### config.mk
export PLATFORM = sky130hd
export DESIGN_NAME = multicycle_ctrl
export DESIGN_NICKNAME = d
export VERILOG_FILES = /design/src/rtl/multicycle_ctrl.sv
export SDC_FILE = /design/constraint.sdc
export NUM_CORES = 1
export LEC_CHECK = 0
export ABC_AREA = 1
export CORE_MARGIN = 3
export CORE_UTILIZATION = 50
export CTS_CLUSTER_DIAMETER = 100
export DETAILED_ROUTE_END_ITERATION = 10
export PLACE_DENSITY = 0.89
export SLEW_MARGIN = 30
export SYNTH_ARGS = -nofsm -noshare
export SYNTH_HDL_FRONTEND = slang
export SYNTH_SLANG_ARGS = --single-unit
### constraint.sdc
create_clock -name clk -period 5.26 [get_ports clk]
set_clock_uncertainty 0.2 [all_clocks]
set_input_delay 1.052 -clock clk [delete_from_list [all_inputs] [get_ports clk]]
set_output_delay 1.052 -clock clk [all_outputs]
set_load 0.05 [all_outputs]
### src/rtl/multicycle_ctrl.sv
// multicycle_ctrl: main control FSM for a multi-cycle MIPS-style datapath.
// Supports RTYPE, LW, SW and BEQ. Any other opcode goes through a one-cycle TRAP.
// It also counts retired instructions.
//
// Optional feature: define MEM_WAIT_EN to hold MEM until mem_ready=1.
// When it is undefined, MEM always lasts one cycle and mem_ready is ignored.
//
// Ports:
//   clk, rst      rising-edge clock, async active-high reset
//   run           allows the next instruction fetch
//   opcode        instruction[31:26] from IR, sampled only in DECODE
//   zero          ALU zero flag, drives pc_we directly in BEQ-EXEC
//   mem_ready     data memory done (MEM_WAIT_EN only)
//   ir_we, pc_we, pc_sel, br_en, mem_r, mem_w, mem_to_br, reg_dest,
//   alu_src, alu_op, illegal
//                 datapath strobes, decoded from state and the latched opcode
//   state         current state code
//   retired       completed-instruction count, wraps
module multicycle_ctrl (
   input  logic        clk,
   input  logic        rst,
   input  logic        run,
   input  logic [5:0]  opcode,
   input  logic        zero,
   input  logic        mem_ready,
   output logic        ir_we,
   output logic        pc_we,
   output logic        pc_sel,
   output logic        br_en,
   output logic        mem_r,
   output logic        mem_w,
   output logic        mem_to_br,
   output logic        reg_dest,
   output logic        alu_src,
   output logic [2:0]  alu_op,
   output logic        illegal,
   output logic [2:0]  state,
   output logic [31:0] retired
);

   localparam int unsigned OpW  = 6;
   localparam int unsigned RetW = 32;

   localparam logic [OpW-1:0] OP_RTYPE = 6'b000000;
   localparam logic [OpW-1:0] OP_LW    = 6'b100011;
   localparam logic [OpW-1:0] OP_SW    = 6'b101011;
   localparam logic [OpW-1:0] OP_BEQ   = 6'b000100;

   localparam logic [2:0] ALU_ADD   = 3'b000;
   localparam logic [2:0] ALU_SUB   = 3'b001;
   localparam logic [2:0] ALU_FUNCT = 3'b010;

   typedef enum logic [2:0] {
      FETCH  = 3'd0,
      DECODE = 3'd1,
      EXEC   = 3'd2,
      MEM    = 3'd3,
      WB     = 3'd4,
      TRAP   = 3'd5
   } stateT;

   stateT            curState;
   logic [OpW-1:0]   opQ;
   logic             memDone;
   logic             opcodeLegal;

`ifdef MEM_WAIT_EN
   assign memDone = mem_ready;
`else
   // mem_ready has no function in this build.
   logic unusedMemReady;
   assign unusedMemReady = mem_ready;
   assign memDone        = 1'b1;
`endif

   assign opcodeLegal = (opcode == OP_RTYPE) || (opcode == OP_LW) ||
                        (opcode == OP_SW)    || (opcode == OP_BEQ);

   assign state = curState;

   // State sequencing, opcode latch and retire counter.
   always_ff @(posedge clk or posedge rst) begin
      if (rst) begin
         curState <= FETCH;
         opQ      <= '0;
         retired  <= '0;
      end else begin
         case (curState)
            FETCH: begin
               if (run) curState <= DECODE;
            end
            DECODE: begin
               opQ      <= opcode;
               curState <= opcodeLegal ? EXEC : TRAP;
            end
            EXEC: begin
               case (opQ)
                  OP_RTYPE:     curState <= WB;
                  OP_LW, OP_SW: curState <= MEM;
                  OP_BEQ: begin
                     curState <= FETCH;
                     retired  <= retired + RetW'(1);
                  end
                  default:      curState <= FETCH;
               endcase
            end
            MEM: begin
               if (memDone) begin
                  if (opQ == OP_LW) begin
                     curState <= WB;
                  end else begin
                     curState <= FETCH;
                     if (opQ == OP_SW) retired <= retired + RetW'(1);
                  end
               end
            end
            WB: begin
               curState <= FETCH;
               retired  <= retired + RetW'(1);
            end
            TRAP:    curState <= FETCH;
            default: curState <= FETCH;
         endcase
      end
   end

   // Strobe decode. rst gates everything so FETCH cannot fire while reset is held.
   always_comb begin
      ir_we     = 1'b0;
      pc_we     = 1'b0;
      pc_sel    = 1'b0;
      br_en     = 1'b0;
      mem_r     = 1'b0;
      mem_w     = 1'b0;
      mem_to_br = 1'b0;
      reg_dest  = 1'b0;
      alu_src   = 1'b0;
      alu_op    = ALU_ADD;
      illegal   = 1'b0;
      if (!rst) begin
         case (curState)
            FETCH: begin
               ir_we = run;
               pc_we = run;
            end
            EXEC: begin
               case (opQ)
                  OP_RTYPE: alu_op = ALU_FUNCT;
                  OP_LW, OP_SW: begin
                     alu_op  = ALU_ADD;
                     alu_src = 1'b1;
                  end
                  OP_BEQ: begin
                     alu_op = ALU_SUB;
                     pc_sel = 1'b1;
                     pc_we  = zero;
                  end
                  default: ;
               endcase
            end
            MEM: begin
               mem_r = (opQ == OP_LW);
               mem_w = (opQ == OP_SW);
            end
            WB: begin
               br_en     = 1'b1;
               reg_dest  = (opQ == OP_RTYPE);
               mem_to_br = (opQ == OP_LW);
            end
            TRAP:    illegal = 1'b1;
            default: ;
         endcase
      end
   end

endmodule

-- Word-level counts from Yosys, hierarchy flattened
Index checks and enable logic that the tools add are counted.
- memories: 0
- memory bits (writable): 0
- output and inout port bits: 48
- bits in read-only memories: 0
- bits in registers: 41
- bits in latches: 0
- divide/modulo/power cells: 0
- eq/ne operators: 15
- add/sub/neg operators: 1
- $mul: 0
- shift operators: 0
- reductions and logical operators: 9
- bitwise gates (word level): 0
- order comparisons: 0
- mux-type cells: 35
- operators by type and width (operator ; count):
    32-bit two-way mux ; 3
    32-bit one-hot mux with 3 select lines ; 1
    32-bit by 1-bit adder with 32-bit output (second input constant) ; 1
    6-bit == test (second input constant) ; 4
    1-bit two-way mux ; 22
    6-bit by 3-bit == test with 1-bit output (second input constant) ; 2
    6-bit zero test ; 2
    3-bit one-hot mux with 4 select lines ; 1
    3-bit two-way mux ; 3
    2-bit inequality test (second input constant) ; 4
    3-bit by 2-bit == test with 1-bit output (second input constant) ; 2
    3-bit == test (second input constant) ; 2
    3-bit one-hot mux with 2 select lines ; 1
    2-bit two-way mux ; 2
    2-bit one-hot mux with 2 select lines ; 1
    4-bit AND reduction ; 1
    3-bit by 1-bit == test with 1-bit output (second input constant) ; 1
    3-bit zero test ; 1
    1-bit logical OR ; 3
    3-bit nonzero test ; 1
    1-bit one-hot mux with 2 select lines ; 1
    2-bit OR reduction ; 1

-- Logic depth before layout (Yosys ltp)
Gate-level depths: netlist (run 1).
- depth in word-level cells: 6
- depth in mapped cells: 10
- depth with buffers taken out: 10

-- Worst setup path before layout (run 1)
OpenSTA, ideal clock, no wires.
- kind: input-to-output
- start point: input port rst
- end point: output port mem_to_br
- arrival: 3.049 ns
- cell stages on the path: 3
- setup slack: 0.959 ns
- cell sequence: nor3_1 -> nand2_1 -> nor2_1
- word-level cells in the longest chain between the ends: 1
- ends and longest elaborated chain (item ; line ; text):
    start, declared ; 21 ; input logic rst,
    1-bit two-way mux ; 140 ; if (!rst) begin
    end, declared ; 32 ; output logic mem_to_br,
Every way passes these cells.

-- Worst setup path in the final report (run 1)
- start point: input port rst
- end point: output port reg_dest
- word-level cells in the longest chain between the ends: 1
- ends and longest elaborated chain (item ; line ; text):
    1-bit two-way mux ; 140 ;
    end, declared ; 33 ; output logic reg_dest,
Every way passes these cells.

==> impl_metrics.py, run 1 <==
metrics = {
    "timing": {
        "finalHoldViolations": 0,
        "rsz0062_at_grt": "false",
        "min_period_ns": 4.295,
        "fin_crit_sh_pct": 81.65,
        "fmax_mhz": 232.8,
        "worstMarginPinSlew_ns": 0.7835,
        "slew_headroom_pct": 47.64,
        "setup_viol": 0,
        "maxSlewViolCount": 0,
        "finalSetupTns_ns": 0,
        "hold_slack_ns": 0.3488,
    },
    "outcome": {
        "run_status": "complete, no violations",
    },
    "finish": {
        "area_growth_pct": 26.85,
        "fill_cells": 447,
        "final_net_count": 482,
        "insertedDiodeCount": 0,
        "final_cell_mix": "nand2_1 (191), nor2_1 (63), clkdlybuf4s50_1 (56), dfrtp_1 (41), inv_1 (33)",
        "drive_gt1_share_pct": 3.397,
        "final_common_cell": "nand2_1",
    },
    "logic_synthesis": {
        "ys_seq_area_share_pct": 38.70,
        "synth_nets": 425,
        "synth_cells": 413,
        "ys_warn_count": 0,
        "syn_area_um2": 2651,
        "synthDistinctLibCells": 22,
        "ys_seq_elements": 41,
        "syn_avg_cell_area_um2": 6.420,
    },
    "die": {
        "core.rowCount": 25,
        "core-area_um2": 4911,
        "dieArea_um2": 6213,
        "die_h_um": 78.82,
        "io_pins": 59,
        "die_x_um": 78.82,
        "initial_core_util_pct": 53.99,
    },
    "cts": {
        "path_clk_slew_ns": 0.09,
        "ctsHoldBuffers": 0,
        "cts_resized": 0,
        "cts_buffers": 5,
        "clk_path_buf_depth": 2,
        "cts_setup_buffers": 0,
        "root_buffer": "clkbuf_8",
        "ctsHtreeMaxLevel": 2,
        "clk_latency_ns": 0.30,
        "cts_tree": "yes",
        "cts_sinks": 41,
    },
    "placement": {
        "portBuffers": 56,
        "place_congestion": 0.9315,
        "post-dp-hpwl_mm": 5.104,
    },
    "power": {
        "ir_drop_uv": 367.6,
        "p_per_area_nw_per_um2": 341.1,
        "leakage_nw": 1.498,
    },
    "job": {
        "max_cap_violations": 0,
    },
    "setup_path": {
        "rr_startpoint": "state[0]",
        "cp_slowest_cell": "clkdlybuf4s50_1",
        "cp.arrival_ns": 3.04,
        "crit_path_max_fanout": 11,
        "r2r_slack_ns": 3.12,
        "ff2ff_path_depth": 10,
        "cp_num_buf_inv": 2,
        "crit_top_cell": "clkdlybuf4s50_1",
        "path_depth": 5,
        "r2r_end": "retired[23]",
        "cp_slowest_stage_delay_ns": 0.84,
        "crit_family": "buffers and inverters",
        "crit_chain": "clkdlybuf4s50_1 -> nor3_1 -> nand2_1 -> nor2_1 -> clkdlybuf4s50_1",
        "worstPathRequired_ns": 4.01,
        "endpoint_kind": "primary output",
        "crit_type": "input pin to primary output",
        "crit_path_start_kind": "input pin",
    },
    "min_path": {
        "hold_depth": 2,
        "min_path_type": "flop to flop",
        "hp-start": "opQ[0]",
        "hold_end": "opQ[0]",
    },
    "global_routing": {
        "grt_max_degree": 42,
        "antenna_found_initial": 0,
        "overflow": 0,
        "grt_pass1_wl_mm": 11.59,
        "grt_usage_pct": 23.48,
        "grt_pass1_vias": 2548,
    },
    "drt": {
        "dr.pass1.iters": 5,
        "vias": 2745,
        "drc_errors": 0,
        "drt-initial-drc-count": 258,
        "antenna_left": 0,
        "wirelength_mm": 6.767,
        "wl_per_cell_um": 12.58,
        "vias_per_cell": 5.102,
    },
}
## power by group
part	switching (mW)	total, mW	leakage [nW]	internal, mW
clock network	0.117	0.259	0.0543	0.142
logic	0.349	0.475	0.890	0.126
registers	0.0503	0.414	0.553	0.363
total	0.516	1.15	1.50	0.632
## logic make-up after synthesis
logic type,after synthesis,synth area share [%]
AO/OA/AOI/OAI,16,3.020
XOR/XNOR,12,3.964
adder cells (fa/ha/maj),1,0.4718
buffers and inverters,42,7.032
flip-flops,41,38.70
other,1,0.1414
AND/OR/NAND/NOR,300,46.67
## per-layer routing
metal  share of wire, %  GRT usage [%]
met4                2.0          7.732
met1                 44          32.07
met5                  0              0
met2                 47          38.12
met3                6.7          3.855
## layout make-up
class	instances	area, um^2	share of cell area, %
tap	67	83.83	2.493
timing repair buffer	57	568.0	16.89
multi-input combinational	330	1439	42.78
clock buffer	5	68.82	2.046
sequential	41	1026	30.51
clock inverter	3	46.29	1.376
inverter	35	131.4	3.906
## cells in the mapped netlist
master    count  area (um^2)
buf_6         3        33.78
inv_1        33        123.9
dfrtp_1      41         1026
nor3_1        9        45.04
nand2_1     191        716.9
clkbuf_1      1        3.750
buf_4         1        7.510
ha_1          1        12.51
a21oi_1       3        15.01
nor2_1       63        236.5
xnor2_1       3        26.28
inv_2         2        7.510
nand3b_1     11        82.58
nor4_1        1        6.260
xor2_1        9        78.83
nor2_4        3        33.78
o21ai_0      13        65.06
conb_1        1        3.750
nand3_2       1        10.01
nand3_1      20        100.1
buf_2         2        10.01
nand2_2       1        6.260
## worst min-delay path: stages (launching register included)
cell and delay (ns):
dfrtp_1 0.39, nand2_1 0.06, o21ai_0 0.07
## through the flow
step,setup slack (ns),cell area (um^2),util (%),power (mW),instances
after global placement,1.047,3248,66.14,0.8807,530
after floorplan,0.9592,2651,-,0.7848,413
after global routing,0.7973,3363,68.48,1.215,538
after detailed placement,0.9381,3248,66.14,0.8936,530
after CTS,0.9353,3363,68.48,1.153,538
final,0.9650,3363,68.48,1.147,538
## flip-flops by register name, summed over array words and instances, names as in the netlist
name and count:
retired 32, opQ 6, state 3
## worst max-delay path by stage
stage	startpoint	endpoint	slack, ns
after global placement	rst	mem_to_br	1.05
after detailed placement	rst	reg_dest	0.94
after CTS	rst	reg_dest	0.94
after floorplan	rst	mem_to_br	0.96
final	rst	reg_dest	0.96
after global routing	rst	reg_dest	0.80
Note: power is estimated with default switching activity, not from simulation.
==> run 2, diff against run 1 <==
==> constraint.sdc (replaced) <==
create_clock -name clk -period 4.5 [get_ports clk]
set_clock_uncertainty 0.2 [all_clocks]
set_input_delay 0.9 -clock clk [delete_from_list [all_inputs] [get_ports clk]]
set_output_delay 0.9 -clock clk [all_outputs]
set_load 0.05 [all_outputs]
==> run 2 against run 1 <==
Net effect: sequential share of layout area about the same; register-to-register slack worse by 0.77 ns; non-clock buffer count unchanged; cell count unchanged; count of clock-buffer cells in the layout up 2; sequential power up 17%; hold slack worse by 0.0098 ns; total power up 17%; largest cell class unchanged; final area about the same; setup slack worse by 0.42 ns; largest power group unchanged; global-route usage down 0.72 points.
==> impl_metrics.py, run 2 (synthesis results as in run 1) <==
metrics = {
    "timing": {
        "hold_slack_ns": 0.3390,
        "fmax_mhz": 253.1,
        "fin_crit_sh_pct": 87.80,
        "worstMarginPinSlew_ns": 0.7965,
        "maxSlewViolCount": 0,
        "slew_headroom_pct": 46.77,
        "min_period_ns": 3.951,
        "finalHoldViolations": 0,
        "rsz0062_at_grt": "false",
        "final.setup.worst_slack_ns": 0.5491,
        "finalSetupTns_ns": 0,
        "setup_viol": 0,
    },
    "setup_path": {
        "critPathLaunch": "rst",
        "r2r_slack_ns": 2.35,
        "ff2ff_path_depth": 10,
        "endpoint_kind": "primary output",
        "worstPathRequired_ns": 3.40,
        "crit_path_start_kind": "input pin",
        "cp.arrival_ns": 2.85,
        "r2r_end": "retired[17]",
        "crit_type": "input pin to primary output",
        "crit_path_max_fanout": 11,
        "rr_startpoint": "state[0]",
    },
    "power": {
        "leakage_nw": 1.502,
        "ir_drop_uv": 535.0,
        "p_per_area_nw_per_um2": 399.4,
    },
    "job": {
        "max_cap_violations": 0,
    },
    "cts": {
        "cts_buffers": 5,
        "clk_path_buf_depth": 2,
        "cts_resized": 0,
        "clk_latency_ns": 0.29,
        "root_buffer": "clkbuf_8",
        "ctsHoldBuffers": 0,
        "cts_tree": "yes",
        "cts_sinks": 41,
        "cts_setup_buffers": 0,
        "path_clk_slew_ns": 0.07,
        "ctsHtreeMaxLevel": 2,
    },
    "die": {
        "die_x_um": 78.82,
        "io_pins": 59,
        "core-area_um2": 4911,
        "dieArea_um2": 6213,
        "initial_core_util_pct": 53.99,
        "core.rowCount": 25,
        "die_h_um": 78.82,
    },
    "drt": {
        "drc_errors": 0,
        "drt-initial-drc-count": 194,
        "vias": 2720,
        "wl_per_cell_um": 12.34,
        "dr.pass1.iters": 4,
        "wirelength_mm": 6.641,
        "antenna_left": 0,
        "vias_per_cell": 5.056,
    },
    "global_routing": {
        "grt_max_degree": 42,
        "overflow": 0,
        "antenna_found_initial": 0,
        "grt_usage_pct": 22.76,
        "grt_pass1_wl_mm": 11.41,
        "grt_pass1_vias": 2521,
    },
    "finish": {
        "final_net_count": 482,
        "insertedDiodeCount": 0,
        "top_register": "retired",
        "final_cell_mix": "nand2_1 (191), nor2_1 (63), clkdlybuf4s50_1 (56), dfrtp_1 (41), inv_1 (33)",
        "layout.cells.non_filler": 538,
        "area_growth_pct": 26.90,
        "largest_reg_flops": 32,
        "final_common_cell": "nand2_1",
        "drive_gt1_share_pct": 3.185,
    },
    "min_path": {
        "hold_depth": 2,
        "hp-start": "opQ[1]",
        "hold_end": "opQ[1]",
        "min_path_type": "flop to flop",
    },
    "placement": {
        "place_congestion": 0.9133,
        "post-dp-hpwl_mm": 5.046,
        "placedCellCount": 530,
        "portBuffers": 56,
        "dp_slack_ns": 0.5241,
    },
    "outcome": {
        "run_status": "complete, no violations",
    },
}
-- run 2: per-layer routing --
layer	share of wire, %	global-route usage [%]
met3	5.9	4.195
met1	46	31.15
met5	0	0
met2	47	37.27
met4	1.1	6.014
-- run 2: how the worst max path moves through the flow --
stage / endpoint / slack [ns] / cells after the start
floorplan: mem_to_br / 0.50 / 3
global placement: reg_dest / 0.59 / 5
detailed placement: mem_to_br / 0.52 / 5
CTS: mem_to_br / 0.53 / 5
global route: mem_to_br / 0.37 / 5
finish: mem_to_br / 0.55 / 5
-- run 2: stage by stage --
| stage | total power, mW | utilization [%] | area, um^2 |
|---|---|---|---|
| detailed placement | 1.046 | 66.14 | 3248 |
| global route | 1.422 | 68.51 | 3364 |
| floorplan | 0.9174 | - | 2651 |
| finish | 1.344 | 68.51 | 3364 |
| global placement | 1.030 | 66.14 | 3248 |
| CTS | 1.352 | 68.51 | 3364 |
-- run 2: power breakdown --
| part | leakage, nW | switching (mW) | internal, mW | total [mW] |
|---|---|---|---|---|
| logic | 0.890 | 0.409 | 0.147 | 0.556 |
| registers | 0.553 | 0.0583 | 0.425 | 0.483 |
| clock network | 0.0585 | 0.123 | 0.181 | 0.304 |
| total | 1.50 | 0.591 | 0.753 | 1.34 |
-- run 2: critical path: stages --
cell and delay (ns):
clkdlybuf4s50_1 0.59, nor3_1 0.33, nand2_1 0.10, nor2_1 0.10, clkdlybuf4s50_1 0.82
-- run 2: area by class of cell --
cell class,count,area [um^2]
sequential,41,1026
tap,67,83.83
timing repair buffer,57,568.0
multi-input combinational,330,1439
fill,438,1546
clock inverter,1,30.03
inverter,35,131.4
clock buffer,7,86.33
==> run 3, diff against run 2 <==
--- a/config.mk
+++ b/config.mk
@@ -10,7 +10,8 @@
 export CORE_UTILIZATION = 50
 export CTS_CLUSTER_DIAMETER = 100
 export DETAILED_ROUTE_END_ITERATION = 10
-export PLACE_DENSITY = 0.89
+export DONT_BUFFER_PORTS = 1
+export PLACE_DENSITY = 0.75
 export SLEW_MARGIN = 30
 export SYNTH_ARGS = -nofsm -noshare
 export SYNTH_HDL_FRONTEND = slang
==> run 3 against run 2 <==
Net effect: clock power fell by 28%; count of clock-buffer cells in the layout fell by 2; cell count fell by 9.7%; critical path type is now flop to primary output; largest power group is now sequential cells.
==> impl_metrics.py, run 3 (synthesis results as in run 1) <==
metrics = {
    "cts": {
        "cts_sinks": 41,
        "cts_buffers": 5,
        "path_clk_slew_ns": 0.07,
        "clk_path_buf_depth": 2,
        "cts_tree": "yes",
        "clk_latency_ns": 0.29,
        "root_buffer": "clkbuf_8",
        "ctsHoldBuffers": 0,
        "ctsHtreeMaxLevel": 2,
        "cts_resized": 0,
        "cts_setup_buffers": 0,
    },
    "timing": {
        "setup_viol": 0,
        "finalHoldViolations": 0,
        "maxSlewViolCount": 0,
        "slew_headroom_pct": 40.21,
        "fin_crit_sh_pct": 76.71,
        "final.setup.worst_slack_ns": 1.048,
        "rsz0062_at_grt": "false",
        "worstMarginPinSlew_ns": 0.8936,
        "fmax_mhz": 289.7,
        "finalSetupTns_ns": 0,
        "min_period_ns": 3.452,
    },
    "drt": {
        "vias": 2472,
        "wirelength_mm": 6.205,
        "vias_per_cell": 5.086,
        "drt-initial-drc-count": 118,
        "drc_errors": 0,
        "antenna_left": 0,
        "dr.pass1.iters": 4,
        "wl_per_cell_um": 12.77,
    },
    "global_routing": {
        "grt_max_degree": 38,
        "grt_usage_pct": 21.34,
        "overflow": 0,
        "grt_pass1_vias": 2249,
        "antenna_found_initial": 0,
        "grt_pass1_wl_mm": 10.49,
    },
    "setup_path": {
        "endpoint_kind": "primary output",
        "worstPathRequired_ns": 3.40,
        "r2r_slack_ns": 2.05,
        "cp.arrival_ns": 2.35,
        "crit_path_max_fanout": 7,
        "crit_path_start_kind": "flop",
        "ff2ff_path_depth": 10,
        "crit_type": "flop to primary output",
    },
    "die": {
        "die_h_um": 78.82,
        "initial_core_util_pct": 53.99,
        "core-area_um2": 4911,
        "dieArea_um2": 6213,
        "core.rowCount": 25,
        "die_x_um": 78.82,
        "io_pins": 59,
    },
    "finish": {
        "final_net_count": 432,
        "drive_gt1_share_pct": 5.251,
        "final_common_cell": "nand2_1",
        "largest_reg_flops": 32,
        "fill_cells": 486,
        "top_register": "retired",
        "final_cell_mix": "nand2_1 (191), nor2_1 (63), dfrtp_1 (41), inv_1 (33), nand3_1 (20)",
        "area_growth_pct": 6.276,
        "final_area_um2": 2818,
        "insertedDiodeCount": 0,
    },
    "power": {
        "p_per_area_nw_per_um2": 420.8,
        "total_power_mw": 1.186,
        "leakage_nw": 1.320,
        "ir_drop_uv": 440.2,
    },
    "job": {
        "max_cap_violations": 0,
    },
    "placement": {
        "dp_slack_ns": 1.408,
        "post-dp-hpwl_mm": 4.800,
        "place_congestion": 0.9602,
        "placed_area_um2": 2744,
        "portBuffers": 0,
    },
    "outcome": {
        "run_status": "complete, no violations",
    },
    "min_path": {
        "min_path_type": "input pin to async pin",
    },
}
## run 3: path summary, 6_finish.rpt
kind	start	endpoint
hold reg to reg	opQ[1]	opQ[1]
min in group clk	opQ[1]	opQ[1]
hold / removal	rst	state[2]
setup / recovery	state[1]	alu_src
max in group asynchronous	rst	retired[5]
setup reg to reg	state[0]	retired[23]
## run 3: through the flow
step                utilization, %  cells  hold WS (ns)
global route                 57.38    486        0.3631
global placement             55.87    480        0.3009
floorplan                        -    413        0.2753
finish                       57.38    486        0.3277
detailed placement           55.87    480        0.3258
CTS                          57.38    486        0.3380
## run 3: final cells by class
| type | count | area (um^2) | area share (%) |
|---|---|---|---|
| well taps | 67 | 83.83 | 2.975 |
| multi-input cells | 330 | 1450 | 51.47 |
| inverters | 35 | 131.4 | 4.663 |
| repair buffers | 7 | 52.55 | 1.865 |
| flip-flops and latches | 41 | 1026 | 36.41 |
| clock inverters | 1 | 5.005 | 0.1776 |
| clock buffers | 5 | 68.82 | 2.442 |
## run 3: worst max-delay path, stage by stage, from the launching register on
cell and delay (ns):
dfrtp_1 0.74, nand3_1 0.24, nor3_1 0.31, inv_1 0.09, nor2_1 0.68
## run 3: routing by layer
metal | global-route usage, % | share of wire, % | vias to the layer above | wire length, um
met3 | 5.215 | 8.9 | 6 | 551
met5 | 0 | 0 | - | 0
met4 | 7.388 | 1.4 | 0 | 87
met1 | 28.44 | 45 | 1104 | 2786
met2 | 33.96 | 45 | 81 | 2781
li1 | - | - | 1281 | -
## run 3: report_power, final
| group | switching (mW) | leakage [nW] | internal, mW |
|---|---|---|---|
| registers | 0.165 | 0.553 | 0.422 |
| logic | 0.288 | 0.727 | 0.0920 |
| clock network | 0.116 | 0.0399 | 0.102 |
